$ cat src/rtl/seg7_pkg.sv
// Shared seven-segment constants: segment bit order and the hex glyph table.
package seg7_pkg;

    localparam int SEG_W = 7;

    localparam int SEG_A = 0;
    localparam int SEG_B = 1;
    localparam int SEG_C = 2;
    localparam int SEG_D = 3;
    localparam int SEG_E = 4;
    localparam int SEG_F = 5;
    localparam int SEG_G = 6;

    // Active-high {g,f,e,d,c,b,a}; lowercase b and d keep them distinct from 8 and 0.
    localparam logic [SEG_W-1:0] GLYPH_TAB [16] = '{
        7'h3F, 7'h06, 7'h5B, 7'h4F, 7'h66, 7'h6D, 7'h7D, 7'h07,
        7'h7F, 7'h6F, 7'h77, 7'h7C, 7'h39, 7'h5E, 7'h79, 7'h71
    };

endpackage

$ cat src/rtl/seg7_glyph.sv
// Combinational nibble-to-glyph lookup, active-high segment form.
module seg7_glyph
    import seg7_pkg::*;
(
    input  logic [3:0]       nib_i,
    output logic [SEG_W-1:0] glyph_o
);

    always_comb begin
        glyph_o = GLYPH_TAB[nib_i];
    end

endmodule

$ cat src/rtl/m_7seg_scan_driver.sv
// Multiplexed seven-segment scan driver: prescaled digit scan with per-slot dead time,
// frame-aligned double-buffered display data and leading-zero blanking.
module m_7seg_scan_driver
    import seg7_pkg::*;
#(
    parameter int NUM_DIGITS = 4,
    parameter int SCAN_DIV   = 50000,
    parameter int DEAD_CYC   = 2,
    parameter int ACTIVE_LOW = 1
) (
    input  logic                    clk,
    input  logic                    rst,
    input  logic [4*NUM_DIGITS-1:0] hex_in,
    input  logic [NUM_DIGITS-1:0]   dp_in,
    input  logic                    load,
    input  logic                    blank_lz,
    output logic [SEG_W-1:0]        segment,
    output logic                    dp,
    output logic [NUM_DIGITS-1:0]   anode,
    output logic                    frame_start
);

    localparam int PW = $clog2(SCAN_DIV);
    localparam int IW = $clog2(NUM_DIGITS);
    localparam logic POL = (ACTIVE_LOW != 0);
    localparam logic [PW-1:0] PRE_LAST = PW'(SCAN_DIV - 1);
    localparam logic [PW-1:0] DEAD     = PW'(DEAD_CYC);
    localparam logic [IW-1:0] IDX_LAST = IW'(NUM_DIGITS - 1);

    logic [PW-1:0]           pre_q, pre_d;
    logic [IW-1:0]           idx_q, idx_d;
    logic [4*NUM_DIGITS-1:0] pend_hex_q, pend_hex_d, disp_hex_q, disp_hex_d;
    logic [NUM_DIGITS-1:0]   pend_dp_q, pend_dp_d, disp_dp_q, disp_dp_d;
    logic                    pend_blz_q, pend_blz_d, disp_blz_q, disp_blz_d;
    logic [SEG_W-1:0]        seg_q, seg_d;
    logic                    dp_q, dp_d;
    logic [NUM_DIGITS-1:0]   anode_q, anode_d;
    logic                    fs_q, fs_d;

    logic                    pre_wrap, frame_wrap, slot_on;
    logic [3:0]              cur_nib;
    logic [SEG_W-1:0]        cur_glyph;
    logic [NUM_DIGITS-1:0]   lz_blank;
    logic [NUM_DIGITS-1:0]   anode_sel;

    seg7_glyph u_glyph (
        .nib_i   (cur_nib),
        .glyph_o (cur_glyph)
    );

    always_comb begin
        pre_wrap   = (pre_q == PRE_LAST);
        frame_wrap = pre_wrap && (idx_q == IDX_LAST);
        pre_d      = pre_wrap ? '0 : pre_q + 1'b1;
        idx_d      = idx_q;
        if (pre_wrap) begin
            idx_d = (idx_q == IDX_LAST) ? '0 : idx_q + 1'b1;
        end

        pend_hex_d = load ? hex_in   : pend_hex_q;
        pend_dp_d  = load ? dp_in    : pend_dp_q;
        pend_blz_d = load ? blank_lz : pend_blz_q;

        // Display only swaps at the frame edge, so a load in that same cycle waits a frame.
        disp_hex_d = frame_wrap ? pend_hex_q : disp_hex_q;
        disp_dp_d  = frame_wrap ? pend_dp_q  : disp_dp_q;
        disp_blz_d = frame_wrap ? pend_blz_q : disp_blz_q;
    end

    always_comb begin
        logic zero_run;
        zero_run = 1'b1;
        lz_blank = '0;
        for (int i = NUM_DIGITS - 1; i >= 1; i--) begin
            zero_run    = zero_run && (disp_hex_q[4*i +: 4] == 4'h0);
            lz_blank[i] = disp_blz_q && zero_run && !disp_dp_q[i];
        end
    end

    always_comb begin
        cur_nib   = disp_hex_q[{idx_q, 2'b00} +: 4];
        slot_on   = (pre_q >= DEAD);
        anode_sel = {{(NUM_DIGITS-1){1'b0}}, 1'b1} << idx_q;

        seg_d   = {SEG_W{POL}} ^ ((slot_on && !lz_blank[idx_q]) ? cur_glyph : '0);
        dp_d    = POL ^ (slot_on && disp_dp_q[idx_q]);
        anode_d = {NUM_DIGITS{POL}} ^ (slot_on ? anode_sel : '0);
        fs_d    = (pre_q == '0) && (idx_q == '0);
    end

    always_ff @(posedge clk or posedge rst) begin
        if (rst) begin
            pre_q      <= '0;
            idx_q      <= '0;
            pend_hex_q <= '0;
            pend_dp_q  <= '0;
            pend_blz_q <= 1'b0;
            disp_hex_q <= '0;
            disp_dp_q  <= '0;
            disp_blz_q <= 1'b0;
            seg_q      <= {SEG_W{POL}};
            dp_q       <= POL;
            anode_q    <= {NUM_DIGITS{POL}};
            fs_q       <= 1'b0;
        end else begin
            pre_q      <= pre_d;
            idx_q      <= idx_d;
            pend_hex_q <= pend_hex_d;
            pend_dp_q  <= pend_dp_d;
            pend_blz_q <= pend_blz_d;
            disp_hex_q <= disp_hex_d;
            disp_dp_q  <= disp_dp_d;
            disp_blz_q <= disp_blz_d;
            seg_q      <= seg_d;
            dp_q       <= dp_d;
            anode_q    <= anode_d;
            fs_q       <= fs_d;
        end
    end

    assign segment     = seg_q;
    assign dp          = dp_q;
    assign anode       = anode_q;
    assign frame_start = fs_q;

endmodule

$ cat config.mk
export PLATFORM = sky130hd
export DESIGN_NAME = m_7seg_scan_driver
export DESIGN_NICKNAME = d
export VERILOG_FILES = /design/src/rtl/seg7_pkg.sv /design/src/rtl/seg7_glyph.sv /design/src/rtl/m_7seg_scan_driver.sv
export SDC_FILE = /design/constraint.sdc
export NUM_CORES = 1
export LEC_CHECK = 0
export CORE_MARGIN = 1.5
export CORE_UTILIZATION = 50
export CTS_CLUSTER_SIZE = 12
export DETAILED_ROUTE_END_ITERATION = 8
export PLACE_DENSITY_LB_ADDON = 0.2
export SLEW_MARGIN = 40
export SYNTH_ARGS = -nofsm -noshare
export SYNTH_HDL_FRONTEND = slang
export SYNTH_SLANG_ARGS = --single-unit
$ cat constraint.sdc
create_clock -name clk -period 2.25 [get_ports clk]
set_input_delay 0.45 -clock clk [delete_from_list [all_inputs] [get_ports clk]]
set_output_delay 0.45 -clock clk [all_outputs]
set_load 0.005 [all_outputs]
# Yosys cells after proc, flatten, opt, wreduce, memory -nomap -nowiden

Memory sizes are Yosys's and may differ from the RTL's.
Index checks and enable logic that the tools add are counted.

Logic and storage cells: 57
Memories kept: 1
ROM bits: 112
Output and inout bits: 13
Bits of input ports: 24
Bits in registers: 73

Order comparisons: 3
Multiplexer cells: 10
Equal/unequal tests: 2
Reductions and logical operators: 21
$add $sub $neg: 2
Shift operators: 2
Bitwise gates (word level): 4

Memories:

| name             | words | bits a word | rd ports | clocked after Yosys merged registers in | write ports | RTL line         | source |
|---|---|---|---|---|---|---|---|
| (name not given) | 16    | 7           | 1        | 0                                       | 0           | seg7_glyph.sv:10 | `glyph_o = GLYPH_TAB[nib_i];` |

Operators with widths:

| kind                    | number |
|---|---|
| $mux W7                 | 3 |
| $add A16 B1 Y16 const B | 1 |
| $eq A16 B16 Y1 const B  | 1 |
| $ge A16 B2 Y1 const B   | 1 |
| $logic_not A16 Y1       | 1 |
| $mux W16                | 1 |
| $shiftx A16 B5 Y4       | 1 |
| $logic_and A1 B1 Y1     | 12 |
| $logic_not A4 Y1        | 3 |
| $not A7 Y7              | 1 |
| $ge A5 B5 Y1 const B    | 1 |
| $not A4 Y5              | 1 |
| $bmux W1 S2             | 2 |
| $logic_not A1 Y1        | 4 |
| $mux W4                 | 1 |
| $not A4 Y4              | 1 |
| $shl A1 B2 Y4 const A   | 1 |
| $lt A2 B3 Y1 const B    | 1 |
| $add A2 B1 Y2 const B   | 1 |
| $eq A2 B2 Y1 const B    | 1 |
| $logic_not A2 Y1        | 1 |
| $mux W1                 | 2 |
| $mux W2                 | 1 |
| $not A1 Y1              | 1 |

# Logic depth before layout (Yosys ltp)

Gate-level depths: netlist of run 1.

Depth after elaboration: 11
Gate-level depth with buffers: 8
Gate-level depth less buffers: 7

# Cells and area by module

From an unflattened synthesis of run 1, not the netlist that was laid out.

Cell total of the unflattened synthesis: 259
Area total of the unflattened synthesis: 3,559.7 µm²

Modules (own cells, without submodules):

| module             | times used | cells each | area each (µm²) | seq. area each (µm²) |
|---|---|---|---|---|
| m_7seg_scan_driver | 1          | 226        | 3,271.9         | 1,841.8 |
| seg7_glyph         | 1          | 33         | 287.8           | 0.0 |

# Worst setup path before layout of run 1

No wires, ideal clock.

Kind: register to register
From: register idx_q[1]
To: register seg_q[3] (netlist: segment[3])
Buffers on the path: 1
Clock period less this slack: 1,903 ps
Setup time: 87 ps
Arrival: 1,816 ps
Path slack: 347 ps
Required time: 2,163 ps
Cell stages (with the launch flop): 7
Cell sequence: dfrtp_1 -> buf_6 -> mux4_1 -> ha_1 -> mux2_4 -> mux2i_1 -> nand3_1

Longest elaborated chain between the ends: 7
Elaborated cells on any way between the ends: 11
Those cells by class: shift: 1; mux: 5; bitwise: 2; reduce/logical: 2; memory: 1

RTL lines:

| item                                       | RTL line                  | source |
|---|---|---|
| start, declared                            | m_7seg_scan_driver.sv:31  | `logic [IW-1:0] idx_q, idx_d;` |
| start signal, assigned                     | m_7seg_scan_driver.sv:107 | `idx_q <= idx_d;` |
| $shiftx A16 B5 Y4                          | m_7seg_scan_driver.sv:81  | `cur_nib = disp_hex_q[{idx_q, 2'b00} +: 4];` |
| $not A4 Y5 (not written as such)           | seg7_glyph.sv:10          |  |
| $mem_v2 Z16 W7                             | -                         |  |
| $mux W7 (not written as such) (2 in a row) | seg7_glyph.sv:10          |  |
| $mux W7 *                                  | m_7seg_scan_driver.sv:85  | `seg_d = {SEG_W{POL}} ^ ((slot_on && !lz_blank[idx_q]) ? cur_glyph : '0);` |
| $not A7 Y7 (no source line) *              | -                         |  |
| net seg_d[3]                               | m_7seg_scan_driver.sv:35  | `logic [SEG_W-1:0] seg_q, seg_d;` |
| end signal, assigned                       | m_7seg_scan_driver.sv:101 | `seg_q <= {SEG_W{POL}};` |
| end signal, assigned                       | m_7seg_scan_driver.sv:114 | `seg_q <= seg_d;` |
| end, declared                              | m_7seg_scan_driver.sv:35  |  |

The timed path passes the listed nets; every way through them passes the cells marked *. The select of a mux whose other input is x is not followed.
A chain may end at the register's enable or synchronous reset.

# Worst setup path after layout of run 1

From: register pre_q[10]
To: register seg_q[0] (netlist: segment[0])

Longest elaborated chain between the ends: 4

RTL lines:

| item                        | RTL line                  | source |
|---|---|---|
| start, declared             | m_7seg_scan_driver.sv:30  | `logic [PW-1:0] pre_q, pre_d;` |
| start signal, assigned      | m_7seg_scan_driver.sv:106 | `pre_q <= pre_d;` |
| $ge A16 B2 Y1               | m_7seg_scan_driver.sv:82  | `slot_on = (pre_q >= DEAD);` |
| $logic_and A1 B1 Y1         | m_7seg_scan_driver.sv:85  |  |
| $mux W7                     | m_7seg_scan_driver.sv:85  |  |
| $not A7 Y7 (no source line) | -                         |  |
| net seg_d[0]                | m_7seg_scan_driver.sv:35  |  |

The timed path passes the listed nets, and every way through them passes these cells.

==> results.yml, run 1 <==
synthesis:
  synth.yosys.seq_area_share: 0.547
  synth.net_count: 301
  average_cell_area_after_synthesis_um2: 12.8
  yosys_warnings: 0
  synth_top_cells_by_area: "dfrtp_1 45%, mux2_2 14%, dfstp_2 9.4%, ha_1 4.8%, nand3_1 2.1%"
  synth.lib_cells_used.distinct: 39
  synth_top_cell_area_share: 0.453
  post_synth_instance_area_um2: 3370
  post_synth_inst_count: 264
  post_synth_top_flop: "dfrtp_1"
  synth_top_area_cell: "dfrtp_1"
  async_flop_share: 1.00
  synth.ff_latch_count: 73
  number_of_enable_type_register_cells_in_the_synthesized_netlist: 0
timing:
  slew_viol_final: 0
  timing.final.crit_period_ns: 1.98
  max_freq_ghz: 0.504
  report.final.hold_viol_count: 0
  timing.setup.tns_ns: 0
  max-slew-margin-rel: 0.547
  worst-slew-pin-transition_ns: 0.673
  final_count_of_negative_setup_slack_endpoints: 0
  rsz0062_at_grt: "false"
  final_clock_period_utilization_by_the_worst_path: 0.882
  clock-skew-final_ns: 0.00857
status:
  status: "complete, but fails checks"
  failed_checks: "design-rule violations"
drt:
  detail_route.first_pass.iterations: 6
  detail_route.wl_per_cell_um: 14.5
  met1_length_um: 2730
  drt_first_iter_violations: 61
  met3_wirelength_from_detailed_routing_um: 168
  wl_met2_um: 2630
  drt-total-wl_um: 5650
  final_antenna_net_count: 0
  drcViolationCount: 1
  routed_vias: 2094
  detail_route.vias_per_cell: 5.37
  topRoutingLayerUsed: "met4"
clock_tree:
  numClockSinks: 73
  clockBufferDepth: 2
  clockRootBuffer: "clkbuf_8"
  cts-htree-levels: 3
  post_cts_resized: 0
  path_clk_slew_ns: 0.07
  tritoncts.num_buffers: 9
  postCtsSetupRepairBufs: 0
  worst_skew_pair.late_latency_ns: 0.34
  cts_tree: "yes"
  postCtsHoldBufs: 0
die:
  fp.dieArea_um2: 7240
  chipWidth_um: 85.1
  floorplan.die.height_um: 85.1
  row_count: 29
  core_um2: 6420
  initial_core_util: 0.525
  ios: 37
critical_path:
  critPathLaunchType: "flip-flop"
  criticalPathCategory: "reg -> reg"
  crit_path_max_fanout: 12
  critical_path_required_ns: 2.50
  cp-end-kind: "flip-flop"
  cp_data_arrival_time_ns: 2.24
final_layout:
  final_core_utilization: 0.625
  final_cell_mix: "61 x dfrtp_1, 43 x mux2_2, 36 x clkdlybuf4s50_1"
  final_nets: 345
  diodes: 0
  syn_to_final_growth_pct: 19.2
  final_layout_size_suffix_gt1_frac: 0.265
  mostFrequentLayoutCell: "dfrtp_1"
pwr:
  post-layout-total-power_mw: 2.41
  p_per_area_nw_per_um2: 601
  power.static_leakage_nw: 1.79
  peakVddDrop_mv: 0.473
global_routing:
  antenna_found_initial: 0
  grt_max_degree: 74
  grtUsageTotal: 0.179
  grt_pass1_vias: 2138
  grt-ovfl-total: 0
  first_pass_grt_wire_length_um: 10100
placed_design:
  detailedPlacementHpwl_um: 4010
  globalplace.congestion: 0.796
  portBuffers: 36
run:
  max_cap_viol_count: 0
worst_hold_path:
  min_path_type: "reg -> reg"
[registers in the layout, summed over array words and instances, names as in the netlist]
name         cells
anode            4
disp_blz_q       1
disp_dp_q        4
disp_hex_q      16
dp               1
frame_start      1
idx_q            2
pend_blz_q       1
pend_dp_q        4
pend_hex_q      16
pre_q           16
segment          7
[cell usage after synthesis (4+ instances only)]
cell     number
ha_1         13
buf_2         4
nor4_1        7
dfstp_2      12
nor3_1        5
nor2_1       13
nand4_1       6
xnor2_1       6
nand3_1      14
nand2_1      17
xor2_1        7
dfrtp_1      61
inv_1        11
mux2_2       43
[layout make-up]
cell class | count | area (um2)
flip-flops and latches | 73 | 1840
fillers | 511 | 2410
repair buffers | 43 | 425
inverters | 11 | 45.0
well taps | 77 | 96.3
multi-input cells | 170 | 1430
clock buffers | 16 | 180
[metal layers]
layer	GRT usage	vias to the layer above
met5	0	-
met1	0.244	1020
met2	0.276	37
met4	0.0894	0
met3	0.0360	11
li1	-	1026
[path summary, 6_finish.rpt]
check,start,end,slack [ns],cells past startpoint
worst max-delay path,pre_q[10],segment[0],0.27,4
worst min-delay path,pre_q[13],pre_q[13],0.49,1
worst max register to register,pre_q[10],segment[0],0.27,4
worst min register to register,pre_q[13],pre_q[13],0.49,1
max in group asynchronous,rst,segment[4],1.35,3
min in group asynchronous,rst,pend_hex_q[7],0.55,3
[critical path, stage by stage (launching register included)]
cell and delay (ns):
dfrtp_1 0.44, nor4_1 0.42, nand2_1 0.17, or4_1 0.69
o2111ai_1 0.19
[logic make-up (layout without fill, tap and decap cells)]
| family | Yosys count | in the layout | share of synthesized area |
|---|---|---|---|
| DFF | 73 | 73 | 0.547 |
| xor gates and xnor gates | 13 | 13 | 0.0338 |
| and+or+nand+nor | 79 | 79 | 0.123 |
| adders and majority gates | 13 | 13 | 0.0483 |
| muxes | 52 | 52 | 0.193 |
| AOI/OAI and AO/OA | 13 | 13 | 0.0256 |
| buffers and inverters | 21 | 70 | 0.0297 |
[power breakdown]
part | total (mW) | switching (mW) | internal (mW)
clock | 0.927 | 0.434 | 0.494
sequential | 1.37 | 0.0185 | 1.35
combinational | 0.117 | 0.0440 | 0.0730
[metrics by stage]
step	setup WS, ns	hold WS [ns]	cell area (um2)	cells
4_1_cts	0.274	0.494	4020	390
2_1_floorplan	0.347	0.460	3370	264
3_3_place_gp	0.352	0.482	3840	374
6_report	0.265	0.490	4020	390
3_5_place_dp	0.304	0.485	3840	374
5_1_grt	0.159	0.525	4020	390
No activity file was read; power rests on OpenSTA's default activity.
==> inputs of run 2 (changes only) <==
Settings changed: RECOVER_POWER from default to 50.
==> run 2 against run 1 <==
  * The flow still finishes with violations (design-rule violations)
  * Setup slack worse by 0.011 ns
  * Wire length up 0.19%
  * Sequential share of layout area up 0.19 points
  * Highest routed layer unchanged
  * Register-to-register slack about the same
  * Flip-flop and latch count unchanged
  * Via count down 0.14%
  * First-iteration DRC count up 9.8%
  * Combinational power down 3%
  * Sequential power about the same
==> results.yml, run 2 (same netlist as run 1, synthesis figures left out) <==
status:
  status: "complete, but fails checks"
  failed_checks: "design-rule violations"
timing:
  max-slew-margin-rel: 0.257
  final_clock_period_utilization_by_the_worst_path: 0.887
  slew_viol_final: 0
  final_count_of_negative_setup_slack_endpoints: 0
  rsz0062_at_grt: "false"
  report.final.hold_viol_count: 0
  timing.final.crit_period_ns: 2.00
  worst-slew-pin-transition_ns: 1.11
  max_freq_ghz: 0.501
  clock-skew-final_ns: 0.00834
  hold_slack_ns: 0.490
  timing.setup.tns_ns: 0
final_layout:
  syn_to_final_growth_pct: 18.7
  layout.cell_area.non_filler_um2: 4000
  final_cell_mix: "61 x dfrtp_1, 43 x mux2_2, 34 x clkdlybuf4s50_1"
  final_layout_size_suffix_gt1_frac: 0.262
  final_nets: 345
  mostFrequentLayoutCell: "dfrtp_1"
  largest_registers: "disp_hex_q: 16 flops, pend_hex_q: 16 flops, pre_q: 16 flops"
  diodes: 0
  final_core_utilization: 0.623
placed_design:
  globalplace.congestion: 0.796
  place_area_um2: 3840
  detailedPlacementHpwl_um: 4010
  portBuffers: 36
clock_tree:
  numClockSinks: 73
  postCtsSetupRepairBufs: 0
  cts_tree: "yes"
  clockBufferDepth: 2
  tritoncts.num_buffers: 9
  worst_skew_pair.late_latency_ns: 0.34
  postCtsHoldBufs: 0
  clockRootBuffer: "clkbuf_8"
  path_clk_slew_ns: 0.06
  post_cts_resized: 0
  cts-htree-levels: 3
global_routing:
  antenna_found_initial: 0
  first_pass_grt_wire_length_um: 10100
  grt_pass1_vias: 2138
  grtUsageTotal: 0.179
  grt-ovfl-total: 0
  grt_max_degree: 74
pwr:
  netSwitchingPower_uw: 496
  switching_share_of_total_power: 0.206
  share_clk_of_total_power: 0.385
  peakVddDrop_mv: 0.473
  post-layout-total-power_mw: 2.41
  p_per_area_nw_per_um2: 602
  combPwrFrac: 0.047
  p_int_mw: 1.91
  seq_power_share: 0.568
  power.static_leakage_nw: 1.79
critical_path:
  critical_path_required_ns: 2.47
  cp-end-kind: "flip-flop"
  criticalPathCategory: "in -> reg"
  crit_path_cell_trace: "dlygate4sd3_1 -> clkbuf_1 -> mux2_2"
  crit_path_max_fanout: 21
  critical_path.slowest_cell: "clkbuf_1"
  cp_data_arrival_time_ns: 2.21
  critPathLaunchType: "input port"
  path_buf_inv: 2
  cp_top_family: "buffers and inverters"
  critical-path-max-stage-delay_ns: 0.82
drt:
  detail_route.first_pass.iterations: 6
  drcViolationCount: 1
  detail_route.wl_per_cell_um: 14.5
  routed_vias: 2091
  final_antenna_net_count: 0
  detail_route.vias_per_cell: 5.36
  drt-total-wl_um: 5660
  drt_first_iter_violations: 67
die:
  ios: 37
  row_count: 29
  chipWidth_um: 85.1
  initial_core_util: 0.525
  core_um2: 6420
  fp.dieArea_um2: 7240
  floorplan.die.height_um: 85.1
run:
  max_cap_viol_count: 0
worst_hold_path:
  min_path_type: "reg -> reg"
run 2: cell count changes in the layout (fill, tap and decap cells not counted):
cell,previous run,this run
buf_12,1,0
buf_4,6,5
clkbuf_1,4,5
clkbuf_4,0,1
clkdlybuf4s50_1,36,34
dlygate4sd3_1,0,2
run 2: through the flow:
stage	worst slack, ns	std cells
final	0.255	390
after detailed placement	0.304	374
after global routing	0.128	390
after floorplan	0.347	264
after global placement	0.352	374
after CTS	0.274	390
run 2: power groups by stage:
stage | Sequential, mW | Clock, mW | Combinational [mW]
global route | 1.37 | 1.00 | 0.128
CTS | 1.37 | 0.959 | 0.121
global placement | 1.39 | 0 | 0.118
detailed placement | 1.39 | 0 | 0.121
finish | 1.37 | 0.927 | 0.113
floorplan | 1.39 | 0 | 0.0644
run 2: final cells by class:
class,count,area (um2)
well taps,77,96.3
repair buffers,43,409
multi-input cells,170,1430
flip-flops and latches,73,1840
fillers,515,2420
clock buffers,16,180
inverters,11,45.0
run 2: worst paths after layout:
path                                start             to  slack [ns]  cells past startpoint
worst max-delay path                 load  pend_hex_q[6]        0.25                      3
worst min-delay path            pre_q[13]      pre_q[13]        0.49                      1
worst max register to register  pre_q[10]     segment[0]        0.27                      4
worst min register to register  pre_q[13]      pre_q[13]        0.49                      1
max in group asynchronous             rst   pend_dp_q[2]        0.72                      3
min in group asynchronous             rst  pend_hex_q[7]        0.93                      3
run 2: routing by layer:
layer  wire length [um]  vias up  track usage  share of wire
met1               2730     1021        0.244           0.48
met4                127        0       0.0894          0.022
li1                   -     1022            -              -
met5                  0        -            0              0
met3                168       11       0.0360          0.030
met2               2630       37        0.276           0.46
==> inputs of run 3 (changes only) <==
Settings changed: SLEW_MARGIN 40 to 20.
==> results of run 3 <==
Same layout as run 2: the final DEF is identical, and so are final timing and power.
